**config.mk**
```make
export PLATFORM = sky130hd
export DESIGN_NAME = spi_memory_read_sequencer
export DESIGN_NICKNAME = d
export VERILOG_FILES = /design/src/rtl/spi_memory_read_sequencer.sv
export SDC_FILE = /design/constraint.sdc
export NUM_CORES = 1
export LEC_CHECK = 0
export ABC_AREA = 1
export CORE_UTILIZATION = 45
export DETAILED_ROUTE_END_ITERATION = 8
export DONT_BUFFER_PORTS = 1
export PLACE_DENSITY = 0.65
export SYNTH_ARGS = -nofsm -noshare
export SYNTH_HDL_FRONTEND = slang
export SYNTH_SLANG_ARGS = --single-unit
```
**constraint.sdc**
```tcl
create_clock -name main_clock -period 1.8 [get_ports main_clock]
set_input_delay 0.36 -clock main_clock [delete_from_list [all_inputs] [get_ports main_clock]]
set_output_delay 0.36 -clock main_clock [all_outputs]
set_load 0.02 [all_outputs]
```
**src/rtl/spi_memory_read_sequencer.sv**
```systemverilog
// Drives spi_memory_master through one read transaction: command phase, N data bytes, finalize.
// Received bytes stream out one per out_valid pulse; done or error closes the transaction.
module spi_memory_read_sequencer #(
    parameter int CNT_W   = 8,
    parameter int TIMEOUT = 4096
) (
    input  logic             main_clock,
    input  logic             nreset,
    input  logic             start,
    input  logic [7:0]       req_opcode,
    input  logic [7:0]       req_addr,
    input  logic             req_addr_en,
    input  logic [7:0]       req_dummy,
    input  logic [CNT_W-1:0] byte_count,
    output logic             ready,
    output logic [7:0]       out_data,
    output logic             out_valid,
    output logic             done,
    output logic             error,
    output logic [7:0]       opcode,
    output logic [7:0]       addr,
    output logic [7:0]       dummy_cycles,
    output logic             addr_flag,
    output logic             opcode_addr_trigger,
    input  logic             opcode_addr_completed,
    output logic             data_trigger,
    input  logic             data_ready,
    input  logic [7:0]       read_data,
    output logic             finalize_trigger,
    input  logic             busy
);

    localparam int            TW     = (TIMEOUT > 2) ? $clog2(TIMEOUT) : 1;
    localparam logic [TW-1:0] T_LAST = TW'(TIMEOUT - 1);

    typedef enum logic [2:0] {IDLE, CMD, DATA, FINAL, DONE} state_t;

    state_t           state;
    logic [CNT_W-1:0] remaining;
    logic [TW-1:0]    tcnt;
    logic             dr_prev;
    logic             busy_seen;
    logic             busy_low1;
    logic             dr_rise;
    logic             expired;
    logic             active;

    assign ready        = (state == IDLE);
    assign data_trigger = (state == DATA) && (remaining != '0);
    assign dr_rise      = data_ready && !dr_prev;
    assign expired      = (tcnt == T_LAST);
    assign active       = (state == CMD) || (state == DATA) || (state == FINAL);

    always_ff @(posedge main_clock or negedge nreset) begin
        if (!nreset) begin
            state               <= IDLE;
            remaining           <= '0;
            tcnt                <= '0;
            dr_prev             <= 1'b0;
            busy_seen           <= 1'b0;
            busy_low1           <= 1'b0;
            out_data            <= '0;
            out_valid           <= 1'b0;
            done                <= 1'b0;
            error               <= 1'b0;
            opcode              <= '0;
            addr                <= '0;
            dummy_cycles        <= '0;
            addr_flag           <= 1'b0;
            opcode_addr_trigger <= 1'b0;
            finalize_trigger    <= 1'b0;
        end else begin
            out_valid <= 1'b0;
            done      <= 1'b0;
            error     <= 1'b0;
            dr_prev   <= data_ready;

            // A phase that stalls for TIMEOUT cycles aborts straight to IDLE with no done pulse.
            if (active && expired) begin
                opcode_addr_trigger <= 1'b0;
                finalize_trigger    <= 1'b0;
                remaining           <= '0;
                tcnt                <= '0;
                error               <= 1'b1;
                state               <= IDLE;
            end else begin
                case (state)
                    IDLE: begin
                        tcnt <= '0;
                        if (start) begin
                            opcode              <= req_opcode;
                            addr                <= req_addr;
                            addr_flag           <= req_addr_en;
                            dummy_cycles        <= req_dummy;
                            remaining           <= byte_count;
                            opcode_addr_trigger <= 1'b1;
                            state               <= CMD;
                        end
                    end
                    CMD: begin
                        if (opcode_addr_completed) begin
                            opcode_addr_trigger <= 1'b0;
                            tcnt                <= '0;
                            if (remaining == '0) begin
                                finalize_trigger <= 1'b1;
                                busy_seen        <= 1'b0;
                                busy_low1        <= 1'b0;
                                state            <= FINAL;
                            end else begin
                                state <= DATA;
                            end
                        end else begin
                            tcnt <= tcnt + 1'b1;
                        end
                    end
                    DATA: begin
                        // Decrementing here drops data_trigger before the master can begin another byte.
                        if (data_trigger && dr_rise) begin
                            out_data  <= read_data;
                            out_valid <= 1'b1;
                            remaining <= remaining - 1'b1;
                            tcnt      <= '0;
                        end else if ((remaining == '0) && !data_ready) begin
                            finalize_trigger <= 1'b1;
                            busy_seen        <= 1'b0;
                            busy_low1        <= 1'b0;
                            tcnt             <= '0;
                            state            <= FINAL;
                        end else begin
                            tcnt <= tcnt + 1'b1;
                        end
                    end
                    FINAL: begin
                        // Exit on busy falling, or after two idle cycles if the master never went busy.
                        if (busy) begin
                            busy_seen <= 1'b1;
                            tcnt      <= tcnt + 1'b1;
                        end else if (busy_seen || busy_low1) begin
                            finalize_trigger <= 1'b0;
                            done             <= 1'b1;
                            tcnt             <= '0;
                            state            <= DONE;
                        end else begin
                            busy_low1 <= 1'b1;
                            tcnt      <= tcnt + 1'b1;
                        end
                    end
                    DONE: begin
                        tcnt  <= '0;
                        state <= IDLE;
                    end
                    default: state <= IDLE;
                endcase
            end
        end
    end

endmodule

```
==> flow_summary_export.csv, run 1 <==
group,metric,value,unit
synth,synth_fp_nets,462,
detailed_routing,routed_wl,7.17,mm
worst_setup_path,path_max_fanout,3,
synth,yosysSeqAreaShare,49.3,%
worst_setup_path,worst-endpoint-arrival,1400,ps
clock_network,htreeDepth,3,
timing,whs,-286,ps
clock_network,cts.clk_slew.worst_paths,70,ps
final_layout,syn_to_final_growth,16.1,%
worst_setup_path,slowest_delay,410,ps
synth,synthesis.area,0.00325,mm2
timing,fin_skew,10.6,ps
final_layout,final_util,54.9,%
worst_setup_path,cp-end-kind,"primary output",
global_route,grtUsageTotal,19.0,%
worst_hold_path,worstHoldPathType,"input pin to async pin",
detailed_routing,vias_per_cell,4.94,
timing,maxSlewViolCount,0,
worst_setup_path,critical_path_class,"flip-flop to primary output",
floorplanning,dieWidth,87.0,um
final_layout,final_common_cell,"nand2_1",
timing,tightest_slew,317,ps
timing,relSlewSlack,78.8,%
place,dp.cells,515,
worst_setup_path,worstPathRequired,1440,ps
timing,rsz0062_at_grt,"true",
detailed_routing,ant_nets,0,
place,hpwl,4.99,mm
floorplanning,io_pins,87,
floorplanning,core_area,0.00687,mm2
final_layout,fin_cells,537,
detailed_routing,firstDrtPassIters,6,
final_layout,final_cell_mix,"173 x nand2_1, 63 x dfrtp_1, 32 x nor2_1, 25 x inv_1, 18 x buf_4",
power,finalPower,6.94,mW
global_route,grt_max_degree,65,
outcome,outcome,"complete, but fails checks",
timing,setup_tns,0,ps
global_route,antenna_found_initial,0,
power,power_density,1840,mW/mm2
final_layout,drive_gt1_share,20.4,%
place,numPortBuffers,0,
clock_network,cts_root_buffer,"clkbuf_8",
clock_network,clk_latency,330,ps
clock_network,cts_tree,"built",
job,drv_cap,0,
worst_setup_path,worstPathCellList,"inv_2, ha_4, nand2_2, nor2_4, nor2_4, buf_4",
floorplanning,start_util,47.3,%
floorplanning,die_area,0.00756,mm2
power,vdd.ir_drop.worst,0.870,mV
final_layout,antenna_cells,0,
clock_network,clock_sinks,64,
floorplanning,core.rowCount,30,
synth,syn_avg_cell_area,7.86,um2
final_layout,fill_cells,655,
final_layout,final_nets,485,
synth,ys_ff_latch,64,
outcome,violations,"hold timing",
power,p_leak,1.87,nW
global_route,grt_pass1_vias,2449,
worst_setup_path,cp_slowest_cell,"dfrtp_1",
worst_setup_path,startpoint_type,"flip-flop",
clock_network,cts_buffers,9,
timing,fin_crit,1760,ps
clock_network,clockBufferDepth,2,
global_route,overflow,0,
timing,hold_viol_final,64,
detailed_routing,drc,0,
synth,ys_warn_count,0,
detailed_routing,drt-initial-drc-count,187,
timing,finalSetupViolations,0,
detailed_routing,vias,2653,
timing,min_period_over_period,97.7,%
place,place_congestion,0.891,
synth,synth_cell_types,33,
synth,synthCells,413,
floorplanning,die_h,87.0,um
global_route,grt_pass1_wl,11.2,mm
timing,fmaxAchievable,569,MHz
detailed_routing,wl_per_cell,13.3,um
worst_setup_path,crit_top_cell,"nor2_4",
## through the flow
stage / hold slack (ps) / cell area [um2] / setup slack, ps
floorplan: 64.4 / 3250 / 137
global placement: 66.6 / 3440 / 6.15
detailed placement: 66.6 / 3440 / 25.4
CTS: -305 / 3700 / 2.08
global route: -317 / 3770 / -24.6
finish: -286 / 3770 / 41.3
## synthesized netlist by cell type
library cell	instances	area [um2]
nand2_1	176	661
dfrtp_1	64	1600
nor2_1	37	139
inv_1	27	101
o21ai_2	14	123
nand3_1	13	65.1
o21ai_0	12	60.1
nand2_2	8	50.1
nor2_2	5	31.3
o21ai_1	5	25.0
buf_2	4	20.0
nand3b_1	4	30.0
o211ai_1	4	30.0
xnor2_1	4	35.0
xor2_1	4	35.0
clkbuf_1	3	11.3
inv_2	3	11.3
nand4_1	3	18.8
nor3_1	3	15.0
a21oi_1	2	10.0
ha_1	2	25.0
nand3_2	2	20.0
nor2_4	2	22.5
nor3_2	2	20.0
nor4_1	2	12.5
a21oi_2	1	8.76
buf_6	1	11.3
clkinv_1	1	3.75
clkinv_4	1	8.76
nand2_4	1	11.3
nand3_4	1	17.5
nor3b_1	1	7.51
o22ai_1	1	6.26
## final timing paths
path | from | to | slack [ps] | cells past startpoint
max | remaining[1]$_DFFE_PN0P_ | data_trigger | 40 | 6
min | nreset | busy_low1$_DFFE_PN0P_ | -290 | 0
max reg2reg | tcnt[1]$_DFFE_PN0P_ | tcnt[0]$_DFFE_PN0P_ | 120 | 8
min reg2reg | busy_seen$_DFFE_PN0P_ | busy_seen$_DFFE_PN0P_ | 480 | 2
max in group asynchronous | nreset | state[0]$_DFFE_PN0P_ | 1980 | 0
min in group main_clock | data_ready | dr_prev$_DFF_PN0_ | 50 | 0
## layout make-up
class | count | area, um2 | area share (%)
Multi-Input combinational cell | 310 | 1550 | 41.0
Clock inverter | 7 | 96.3 | 2.56
Tap cell | 96 | 120 | 3.19
Inverter | 32 | 125 | 3.32
Sequential cell | 64 | 1600 | 42.5
Clock buffer | 9 | 124 | 3.29
Timing Repair Buffer | 19 | 155 | 4.12
## cell families after synthesis
logic type | share of synthesized area (%)
AOI/OAI and AO/OA | 8.09
xor gates and xnor gates | 2.16
adders and majority gates | 0.770
buffers and inverters | 5.16
DFF | 49.3
and+or+nand+nor | 34.5
## layer usage
metal,GRT usage (%),up-vias,part of all wire (%)
met4,6.36,0,1.9
met1,24.9,1217,46
met5,0,-,0
met3,5.88,12,5.0
met2,29.7,76,47
li1,-,1348,-
## where the power goes
| part | internal (mW) | total, mW | switching (mW) |
|---|---|---|---|
| Sequential | 1.99 | 2.90 | 0.911 |
| Combinational | 1.02 | 2.69 | 1.67 |
| Clock | 0.781 | 1.35 | 0.566 |
| Total | 3.79 | 6.94 | 3.15 |
## flip-flops by register name, summed over array words and instances (netlist names)
name	count
done	1
error	1
addr	8
addr_flag	1
dummy_cycles	8
busy_low1	1
state	3
out_data	8
finalize_trigger	1
tcnt	12
remaining	8
opcode_addr_trigger	1
dr_prev	1
opcode	8
busy_seen	1
out_valid	1
## what timing repair did
item | in CTS | in global routing
endpoints found under the setup margin | 1 | 29
buffers inserted | 1 | 4
pin swaps | 1 | 2
endpoints found under the hold margin | 64 | 64
resized for setup | 10 | 9
gates cloned | 0 | 1
## critical path, delay by kind of cell, from the launching register on
kind,cells,cell delay (ps)
adder cells (fa/ha/maj),1,150
buffers and inverters,2,260
flip-flops,1,410
AND/OR/NAND/NOR,3,260
No activity file was read; power rests on OpenSTA's default activity.
==> inputs of run 2 (changes only) <==
--- a/config.mk
+++ b/config.mk
@@ -6,10 +6,11 @@
 export NUM_CORES = 1
 export LEC_CHECK = 0
 export ABC_AREA = 1
-export CORE_UTILIZATION = 45
+export CORE_UTILIZATION = 50
 export DETAILED_ROUTE_END_ITERATION = 8
 export DONT_BUFFER_PORTS = 1
-export PLACE_DENSITY = 0.65
+export MAX_ROUTING_LAYER = met4
+export PLACE_DENSITY = 0.7
 export SYNTH_ARGS = -nofsm -noshare
 export SYNTH_HDL_FRONTEND = slang
 export SYNTH_SLANG_ARGS = --single-unit
==> run 2 against run 1 <==
The flow still finishes with violations (hold timing). Largest power group unchanged. Clock-buffer cell count unchanged. Sequential share of layout area fell by 0.63 points. Sequential power hardly changed.
==> flow_summary_export.csv, run 2 (synthesis results as in run 1) <==
group,metric,value,unit
outcome,outcome,"complete, but fails checks",
outcome,violations,"hold timing",
detailed_routing,wl_per_cell,14.2,um
worst_setup_path,worst-endpoint-arrival,1430,ps
floorplanning,core.rowCount,29,
floorplanning,core_area,0.00631,mm2
power,power_frac_comb,38.6,%
floorplanning,io_pins,87,
worst_setup_path,path_max_fanout,7,
timing,setup_tns,0,ps
detailed_routing,vias_per_cell,5.26,
worst_setup_path,worstPathRequired,1440,ps
final_layout,fill_cells,567,
timing,rsz0062_at_grt,"true",
timing,fin_skew,18.2,ps
final_layout,final_cell_mix,"173 x nand2_1, 61 x dfrtp_1, 32 x nor2_1, 25 x inv_1, 19 x buf_4",
clock_network,cts_tree,"built",
final_layout,antenna_cells,0,
worst_setup_path,critical_path_class,"flip-flop to primary output",
timing,relSlewSlack,71.4,%
global_route,grtUsageTotal,22.3,%
place,post_dp_cell_area,0.00341,mm2
final_layout,largest_register_ffs,12,
worst_setup_path,startpoint_type,"flip-flop",
clock_network,cts_root_buffer,"clkbuf_8",
timing,hold_viol_final,64,
power,sequentialPowerShare,39.8,%
floorplanning,dieWidth,82.6,um
final_layout,fin_cells,520,
detailed_routing,vias,2735,
place,numPortBuffers,0,
clock_network,cts.clk_slew.worst_paths,90,ps
final_layout,drive_gt1_share,21.0,%
place,place_congestion,0.917,
global_route,overflow,0,
timing,fmaxAchievable,560,MHz
final_layout,final_nets,487,
power,power.switching,3.29,mW
clock_network,cts_buffers,9,
floorplanning,die_h,82.6,um
global_route,grt_pass1_vias,2351,
global_route,grt_pass1_wl,10.8,mm
worst_setup_path,reg2reg_depth,11,
timing,whs,-323,ps
power,internal-power,4.01,mW
final_layout,top_register,"tcnt",
timing,finalSetupViolations,0,
global_route,antenna_found_initial,0,
final_layout,final_common_cell,"nand2_1",
detailed_routing,firstDrtPassIters,5,
timing,fin_crit,1790,ps
detailed_routing,routed_wl,7.37,mm
floorplanning,die_area,0.00682,mm2
final_layout,stdcell_area,0.00383,mm2
detailed_routing,ant_nets,0,
power,clkPwrFrac,21.6,%
worst_setup_path,cp-end-kind,"primary output",
floorplanning,start_util,51.4,%
clock_network,clock_sinks,64,
final_layout,syn_to_final_growth,18.0,%
timing,maxSlewViolCount,0,
job,drv_cap,0,
power,vdd.ir_drop.worst,1.13,mV
power,switching_share,45.1,%
timing,tightest_slew,428,ps
global_route,grt_max_degree,65,
place,hpwl,4.88,mm
worst_hold_path,worstHoldPathType,"input pin to async pin",
power,p_leak,1.90,nW
clock_network,clockBufferDepth,2,
power,power_density,1910,mW/mm2
clock_network,clk_latency,370,ps
clock_network,htreeDepth,3,
timing,min_period_over_period,99.3,%
place,dp.cells,495,
detailed_routing,drt-initial-drc-count,264,
detailed_routing,drc,0,
==> run 2: worst paths after layout <==
| path | end | start | slack (ps) |
|---|---|---|---|
| worst max register to register | tcnt[7]$_DFFE_PN0P_ | remaining[1]$_DFFE_PN0P_ | 120 |
| worst max-delay path | data_trigger | state[0]$_DFFE_PN0P_ | 10 |
| worst min register to register | busy_seen$_DFFE_PN0P_ | busy_seen$_DFFE_PN0P_ | 480 |
| max in group asynchronous | tcnt[7]$_DFFE_PN0P_ | nreset | 1980 |
| worst min-delay path | finalize_trigger$_DFFE_PN0P_ | nreset | -320 |
| min in group main_clock | dr_prev$_DFF_PN0_ | data_ready | 30 |
==> run 2: per-stage QoR <==
stage	power [mW]	worst slack [ps]	util, %
6_report	7.31	13.4	60.7
5_1_grt	7.85	-24.8	60.7
3_5_place_dp	5.40	-43.3	54.0
2_1_floorplan	4.77	137	-
4_1_cts	7.09	1.92	58.8
3_3_place_gp	5.32	-38.8	54.0
==> run 2: worst max-delay path: stages, from the launching register on <==
cell and delay [ps]:
dfrtp_2 480, nor2_4 170, nand2_4 110, nor2_2 170, buf_6 140
==> run 2: layout make-up <==
cell class	count	area (um2)	share of cell area, %
clock buffers	9	124	3.23
clock inverters	7	125	3.26
flip-flops and latches	64	1610	41.9
inverters	32	125	3.26
multi-input cells	310	1580	41.3
well taps	77	96.3	2.51
repair buffers	21	174	4.54
==> run 2: power by group through the flow <==
stage,logic [mW],clock network (mW),registers [mW]
CTS,2.58,1.60,2.91
finish,2.82,1.58,2.91
global placement,2.41,0,2.90
detailed placement,2.49,0,2.90
global route,3.20,1.65,2.99
floorplan,1.98,0,2.79
==> run 2: per-layer routing <==
metal  vias up  wire, um  track usage (%)
li1       1356         -                -
met1      1277      3330             28.9
met2        84      3480             32.1
met3        18       431             6.26
met4         0       138             10.9
met5         -         0                -
==> run 2: timing repair <==
item / CTS / global route
buffers inserted: 2 / 6
pin swaps: 3 / 1
resized for setup: 13 / 15
setup endpoints to repair: 10 / 31
hold endpoints to repair: 64 / 64
gates cloned: 0 / 1
